<file path="src/rtl/sys_ctrl_sched.sv">
// sys_ctrl_sched: parses UART command frames into register-file and ALU operations
// and returns results over a valid/ready TX byte handshake. Optional macro: CMD_TIMEOUT_EN.
module sys_ctrl_sched #(
    parameter int DATA_WIDTH     = 8,
    parameter int ADDR_WIDTH     = 4,
    parameter int FUN_WIDTH      = 4,
    parameter int TIMEOUT_CYCLES = 1024
) (
    input  logic                    CLK,
    input  logic                    RST,
    input  logic [DATA_WIDTH-1:0]   RX_P_DATA,
    input  logic                    RX_D_VLD,
    input  logic [DATA_WIDTH-1:0]   RdData,
    input  logic                    RdData_Valid,
    input  logic [2*DATA_WIDTH-1:0] ALU_OUT,
    input  logic                    OUT_Valid,
    input  logic                    TX_READY,
    output logic                    WrEn,
    output logic                    RdEn,
    output logic [ADDR_WIDTH-1:0]   Address,
    output logic [DATA_WIDTH-1:0]   WrData,
    output logic                    ALU_EN,
    output logic [FUN_WIDTH-1:0]    ALU_FUN,
    output logic                    CLK_EN,
    output logic [DATA_WIDTH-1:0]   TX_P_DATA,
    output logic                    TX_D_VLD,
    output logic                    CMD_ERR
);
    // state      | meaning
    // S_IDLE     | waiting for a command byte
    // S_WR_ADDR  | write: waiting for address byte
    // S_WR_DATA  | write: waiting for data byte
    // S_RD_ADDR  | read: waiting for address byte
    // S_RD_WAIT  | read: waiting for register-file data
    // S_OP_A     | ALU: waiting for operand A (goes to reg 0)
    // S_OP_B     | ALU: waiting for operand B (goes to reg 1)
    // S_ALU_FUN  | ALU: waiting for function byte
    // S_ALU_WAIT | ALU running, clock gate open
    // S_TX_LO    | sending low result byte
    // S_TX_HI    | sending high result byte or the read byte
    typedef enum logic [3:0] {
        S_IDLE, S_WR_ADDR, S_WR_DATA, S_RD_ADDR, S_RD_WAIT,
        S_OP_A, S_OP_B, S_ALU_FUN, S_ALU_WAIT, S_TX_LO, S_TX_HI
    } state_t;

    localparam logic [DATA_WIDTH-1:0] CMD_WR  = DATA_WIDTH'(8'hAA);
    localparam logic [DATA_WIDTH-1:0] CMD_RD  = DATA_WIDTH'(8'hBB);
    localparam logic [DATA_WIDTH-1:0] CMD_OPS = DATA_WIDTH'(8'hCC);
    localparam logic [DATA_WIDTH-1:0] CMD_FUN = DATA_WIDTH'(8'hDD);

    state_t                  state, state_nxt;
    logic                    wr_en_nxt, rd_en_nxt, alu_en_nxt, cmd_err_nxt;
    logic                    clk_en_nxt, tx_vld_nxt;
    logic [ADDR_WIDTH-1:0]   addr_nxt;
    logic [DATA_WIDTH-1:0]   wr_data_nxt, tx_data_nxt, tx_hi_q, tx_hi_nxt;
    logic [FUN_WIDTH-1:0]    fun_nxt;
    logic                    timed, tmo_hit, tx_xfer;

    assign timed   = (state == S_WR_ADDR) || (state == S_WR_DATA) || (state == S_RD_ADDR) ||
                     (state == S_OP_A)    || (state == S_OP_B)    || (state == S_ALU_FUN);
    assign tx_xfer = TX_D_VLD && TX_READY;

`ifdef CMD_TIMEOUT_EN
    localparam int TW = $clog2(TIMEOUT_CYCLES);
    logic [TW-1:0] tmo_cnt;

    // Loaded so it reaches zero on the cycle the silent count would reach TIMEOUT_CYCLES-1.
    always_ff @(posedge CLK) begin
        if (RST || !timed || RX_D_VLD)
            tmo_cnt <= TW'(TIMEOUT_CYCLES - 2);
        else if (tmo_cnt != '0)
            tmo_cnt <= tmo_cnt - TW'(1);
    end
    assign tmo_hit = timed && !RX_D_VLD && (tmo_cnt == '0);
`else
    assign tmo_hit = 1'b0;
`endif

    always_comb begin
        state_nxt   = state;
        wr_en_nxt   = 1'b0;
        rd_en_nxt   = 1'b0;
        alu_en_nxt  = 1'b0;
        cmd_err_nxt = 1'b0;
        addr_nxt    = Address;
        wr_data_nxt = WrData;
        fun_nxt     = ALU_FUN;
        clk_en_nxt  = CLK_EN;
        tx_data_nxt = TX_P_DATA;
        tx_vld_nxt  = TX_D_VLD;
        tx_hi_nxt   = tx_hi_q;
        case (state)
            S_IDLE: if (RX_D_VLD) begin
                case (RX_P_DATA)
                    CMD_WR:  state_nxt = S_WR_ADDR;
                    CMD_RD:  state_nxt = S_RD_ADDR;
                    CMD_OPS: state_nxt = S_OP_A;
                    CMD_FUN: state_nxt = S_ALU_FUN;
                    default: cmd_err_nxt = 1'b1;
                endcase
            end
            S_WR_ADDR: if (RX_D_VLD) begin
                addr_nxt  = RX_P_DATA[ADDR_WIDTH-1:0];
                state_nxt = S_WR_DATA;
            end
            S_WR_DATA: if (RX_D_VLD) begin
                wr_en_nxt   = 1'b1;
                wr_data_nxt = RX_P_DATA;
                state_nxt   = S_IDLE;
            end
            S_RD_ADDR: if (RX_D_VLD) begin
                addr_nxt  = RX_P_DATA[ADDR_WIDTH-1:0];
                rd_en_nxt = 1'b1;
                state_nxt = S_RD_WAIT;
            end
            S_RD_WAIT: if (RdData_Valid) begin
                tx_data_nxt = RdData;
                tx_vld_nxt  = 1'b1;
                state_nxt   = S_TX_HI;
            end
            S_OP_A: if (RX_D_VLD) begin
                wr_en_nxt   = 1'b1;
                addr_nxt    = ADDR_WIDTH'(0);
                wr_data_nxt = RX_P_DATA;
                state_nxt   = S_OP_B;
            end
            S_OP_B: if (RX_D_VLD) begin
                wr_en_nxt   = 1'b1;
                addr_nxt    = ADDR_WIDTH'(1);
                wr_data_nxt = RX_P_DATA;
                state_nxt   = S_ALU_FUN;
            end
            S_ALU_FUN: if (RX_D_VLD) begin
                fun_nxt    = RX_P_DATA[FUN_WIDTH-1:0];
                alu_en_nxt = 1'b1;
                clk_en_nxt = 1'b1;
                state_nxt  = S_ALU_WAIT;
            end
            S_ALU_WAIT: if (OUT_Valid) begin
                tx_data_nxt = ALU_OUT[DATA_WIDTH-1:0];
                tx_hi_nxt   = ALU_OUT[2*DATA_WIDTH-1:DATA_WIDTH];
                tx_vld_nxt  = 1'b1;
                clk_en_nxt  = 1'b0;
                state_nxt   = S_TX_LO;
            end
            S_TX_LO: if (tx_xfer) begin
                tx_data_nxt = tx_hi_q;
                state_nxt   = S_TX_HI;
            end
            S_TX_HI: if (tx_xfer) begin
                tx_vld_nxt = 1'b0;
                state_nxt  = S_IDLE;
            end
            default: state_nxt = S_IDLE;
        endcase
        // A stalled frame is abandoned without issuing anything.
        if (tmo_hit) begin
            state_nxt   = S_IDLE;
            cmd_err_nxt = 1'b1;
        end
    end

    always_ff @(posedge CLK) begin
        if (RST) begin
            state     <= S_IDLE;
            WrEn      <= 1'b0;
            RdEn      <= 1'b0;
            Address   <= '0;
            WrData    <= '0;
            ALU_EN    <= 1'b0;
            ALU_FUN   <= '0;
            CLK_EN    <= 1'b0;
            TX_P_DATA <= '0;
            TX_D_VLD  <= 1'b0;
            CMD_ERR   <= 1'b0;
            tx_hi_q   <= '0;
        end else begin
            state     <= state_nxt;
            WrEn      <= wr_en_nxt;
            RdEn      <= rd_en_nxt;
            Address   <= addr_nxt;
            WrData    <= wr_data_nxt;
            ALU_EN    <= alu_en_nxt;
            ALU_FUN   <= fun_nxt;
            CLK_EN    <= clk_en_nxt;
            TX_P_DATA <= tx_data_nxt;
            TX_D_VLD  <= tx_vld_nxt;
            CMD_ERR   <= cmd_err_nxt;
            tx_hi_q   <= tx_hi_nxt;
        end
    end
endmodule
</file>
<file path="config.mk">
export PLATFORM = sky130hd
export DESIGN_NAME = sys_ctrl_sched
export DESIGN_NICKNAME = d
export VERILOG_FILES = /design/src/rtl/sys_ctrl_sched.sv
export SDC_FILE = /design/constraint.sdc
export NUM_CORES = 1
export LEC_CHECK = 0
export CORE_MARGIN = 5
export CORE_UTILIZATION = 47
export CTS_BUF_LIST = sky130_fd_sc_hd__clkbuf_4 sky130_fd_sc_hd__clkbuf_8
export CTS_CLUSTER_SIZE = 30
export DETAILED_ROUTE_END_ITERATION = 10
export PLACE_DENSITY = 0.82
export SYNTH_ARGS = -nofsm -noshare
export SYNTH_HDL_FRONTEND = slang
export SYNTH_SLANG_ARGS = --single-unit
</file>
<file path="constraint.sdc">
create_clock -name CLK -period 1.8 [get_ports CLK]
set_input_delay 0.36 -clock CLK [delete_from_list [all_inputs] [get_ports CLK]]
set_output_delay 0.36 -clock CLK [all_outputs]
set_load 0.02 [all_outputs]
</file>
==> metrics.txt <==
# rows=24; Port Buf Inserts=67; core area=4290 sq um; via/cell ratio=5.57; r2r startpoint=state[2]; Finish-stage setup viols=0; final hold slack=0.452 ns; skew final=0.00724 ns; post-synthesis mux area share=7.52%; Final min period=1.73 ns; status=complete, no violations; Overflow after GRT=0; cells after synthesis=226; f_max=579 MHz; clock slew at reported path FFs=0.08 ns; DIE AREA=5810 sq um; max-cap violation count=0; vias in the first global route=1946; Final nets=345; Synth top area share=40.8%; 1st-iter DRT viols=168; final slew viol count=0; Worst-Margin Slew=0.326 ns; largest net degree at the start of global routing=27; Cell variety after synth=46; Setup crit end=state[0]; Die X=76.2 um; Worst EP arrival=1.91 ns; XOR/XNOR Fraction of Synth Area=1.27%; 1st-pass router iterations=4; io pins=68; leading area contributor after synthesis=dfxtp_1; critical-path cell list=clkdlybuf4s50_1, nand4bb_1, a211oi_1, buf_4, o211ai_2, mux2_4; YS warnings=0; H-tree Lvls=2; Tot Pwr=2.03 mW; Final HPWL DP=4110 um; Max IR drop VDD=0.447 mV; initial antenna violation count=0; CP max stage delay=0.47 ns; CP max FO=4; Worst R2R End=state[0]; mean post-synth cell area=9.12 sq um; area share of and/or/nand/nor cells after synthesis=23.1%; pwr/cell area=666 nW/um^2; largest family of logic cells by synthesized area=simple AND/OR/NAND/NOR gates; syn nets=264; Top delay family on crit path=buffers and inverters; Routed Antenna Nets=0; final period utilization=96.0%; CP Capture Type=flip-flop; slowest CP cell=clkdlybuf4s50_1; Num Clock Sinks=42; post-layout util=70.9%; final hold vios=0; clk_lat worst skew=0.29 ns; Die Y=76.2 um; Adder-Cell Fraction of Synth Area=0%; Fill cells=319; Worst EP required=1.98 ns; final WL=5550 um; Routed wire per std cell=15.4 um; share of post-route cells with drive strength above 1=15.6%; Seq cells post-synth=42; Synth area leaders=dfxtp_1 (41%), mux2i_1 (6.8%), a21oi_1 (5.6%), nand2_1 (3.5%), nor2_1 (3.5%); Worst Setup SP=RX_P_DATA[2]; Total GRT Usage=19.2%; sequential-to-total area share from yosys stat=40.8%; CTS tree=yes; Rel. slew slack=78.2%; leakage power=1.16 nW; Num CTS Buffers=5; CTS max path bufs=2; R2R setup slack=0.09 ns; routed via count=2005; Hold WC Path Type=reg2reg; crit path buf inv count=2; clk root buf=clkbuf_8; Residual DRC=0; Initial Utilization=48.0%; first-pass GRT wire length=9460 um; Synth Area in Compound Gates=20.9%; ANT cells=0; Placer Congestion=0.851; Worst path depth=6; kind of critical path=in2reg; CP Launch Type=input port; R2R depth=4; Setup TNS Final=0 ns; mapped cell area=2060 sq um; Area Growth Syn to Fin=47.7%
[cell usage in the layout (no fill, tap or decap), types with 8 or more instances in the layout]
cell type	netlist	layout
clkdlybuf4s50_1	0	67
dfxtp_1	42	40
buf_4	4	26
a21oi_1	23	23
nor2_1	19	19
nand2_1	19	18
mux2i_1	14	14
nand3_1	8	8
and3_1	8	8
a221oi_1	8	8
a311oi_1	8	8
[per-stage QoR]
step | std cells | setup slack (ns) | cell area (sq um)
global route | 360 | -0.00802 | 3050
CTS | 359 | 0.0549 | 3030
finish | 360 | 0.0720 | 3050
floorplan | 226 | 0.230 | 2060
global placement | 351 | -0.159 | 2880
detailed placement | 351 | -0.231 | 2880
[tightest hold or removal path: cells and delay by family (launching register included)]
family / cells / cell delay (ns)
AO/OA/AOI/OAI: 1 / 0.05
flip-flops: 1 / 0.31
AND/OR/NAND/NOR: 1 / 0.05
[cell usage after synthesis (all sizes together)]
cell     instances
nor2b            4
a32oi            1
a211o            4
nand4b           2
and2b            1
or3b             1
o21bai           1
mux2i           14
dfxtp           42
a31oi            2
o21ai            4
buf             15
and3b            1
a21bo            1
nand4            1
nor3b            3
a211oi           2
inv              3
a221oi           8
and2             1
nand3b           1
nand2           19
a22oi            1
nand2b           5
nor2            19
and3             8
xor2             3
mux2             1
a21oi           23
o211ai           1
nor3             3
a21boi           2
o311ai           1
nand4bb          3
a311oi           8
o2bb2ai          1
nor4b            3
nand3            8
clkbuf           5
[power by group]
| part | switching, mW | internal (mW) | total, mW |
|---|---|---|---|
| clock network | 0.318 | 0.591 | 0.909 |
| logic | 0.0692 | 0.113 | 0.182 |
| registers | 0.00366 | 0.932 | 0.935 |
| total | 0.391 | 1.64 | 2.03 |
[state kept, by name, indices dropped and copies added, names as in the netlist]
| register | flops |
|---|---|
| CLK_EN | 1 |
| CMD_ERR | 1 |
| tx_hi_q | 8 |
| WrEn | 1 |
| TX_P_DATA | 8 |
| TX_D_VLD | 1 |
| ALU_FUN | 4 |
| Address | 4 |
| RdEn | 1 |
| ALU_EN | 1 |
| WrData | 8 |
| state | 4 |
[routing by layer]
| layer | vias up | routed length [um] | GRT usage (%) | share of wire [%] |
|---|---|---|---|---|
| li1 | 991 | - | - | - |
| met1 | 957 | 2480 | 25.6 | 45 |
| met2 | 52 | 2740 | 31.8 | 49 |
| met3 | 5 | 282 | 4.49 | 5.1 |
| met4 | 0 | 45 | 4.02 | 0.81 |
| met5 | - | 0 | 0 | 0 |
[timing repair]
item	in CTS	in global routing
setup endpoints to repair	0	28
resized for setup	0	5
hold buffers	0	0
setup buffers	0	1
[cells by family after synthesis]
group                  Yosys count
XOR/XNOR                         3
flip-flops                      42
multiplexers                    15
AND/OR/NAND/NOR                 83
buffers and inverters           23
AO/OA/AOI/OAI                   60
[area by class of cell]
class	count	area, sq um	share of cell area (%)
tap	52	65.1	2.14
timing repair buffer	94	886	29.1
inverter	3	11.3	0.370
clock inverter	2	60.1	1.97
sequential	42	843	27.7
multi-input combinational	161	1100	36.0
clock buffer	6	82.6	2.71
[worst min-delay path by stage]
stage                           from    endpoint  slack, ns  cells past startpoint
after floorplan           tx_hi_q[1]  tx_hi_q[1]       0.43                      2
final                     tx_hi_q[5]  tx_hi_q[5]       0.45                      2
after global placement    tx_hi_q[3]  tx_hi_q[3]       0.44                      2
after CTS                 tx_hi_q[5]  tx_hi_q[5]       0.45                      2
after detailed placement  tx_hi_q[5]  tx_hi_q[5]       0.44                      2
after global routing      tx_hi_q[7]  tx_hi_q[7]       0.48                      2
Power figures use the tool's default switching activity.
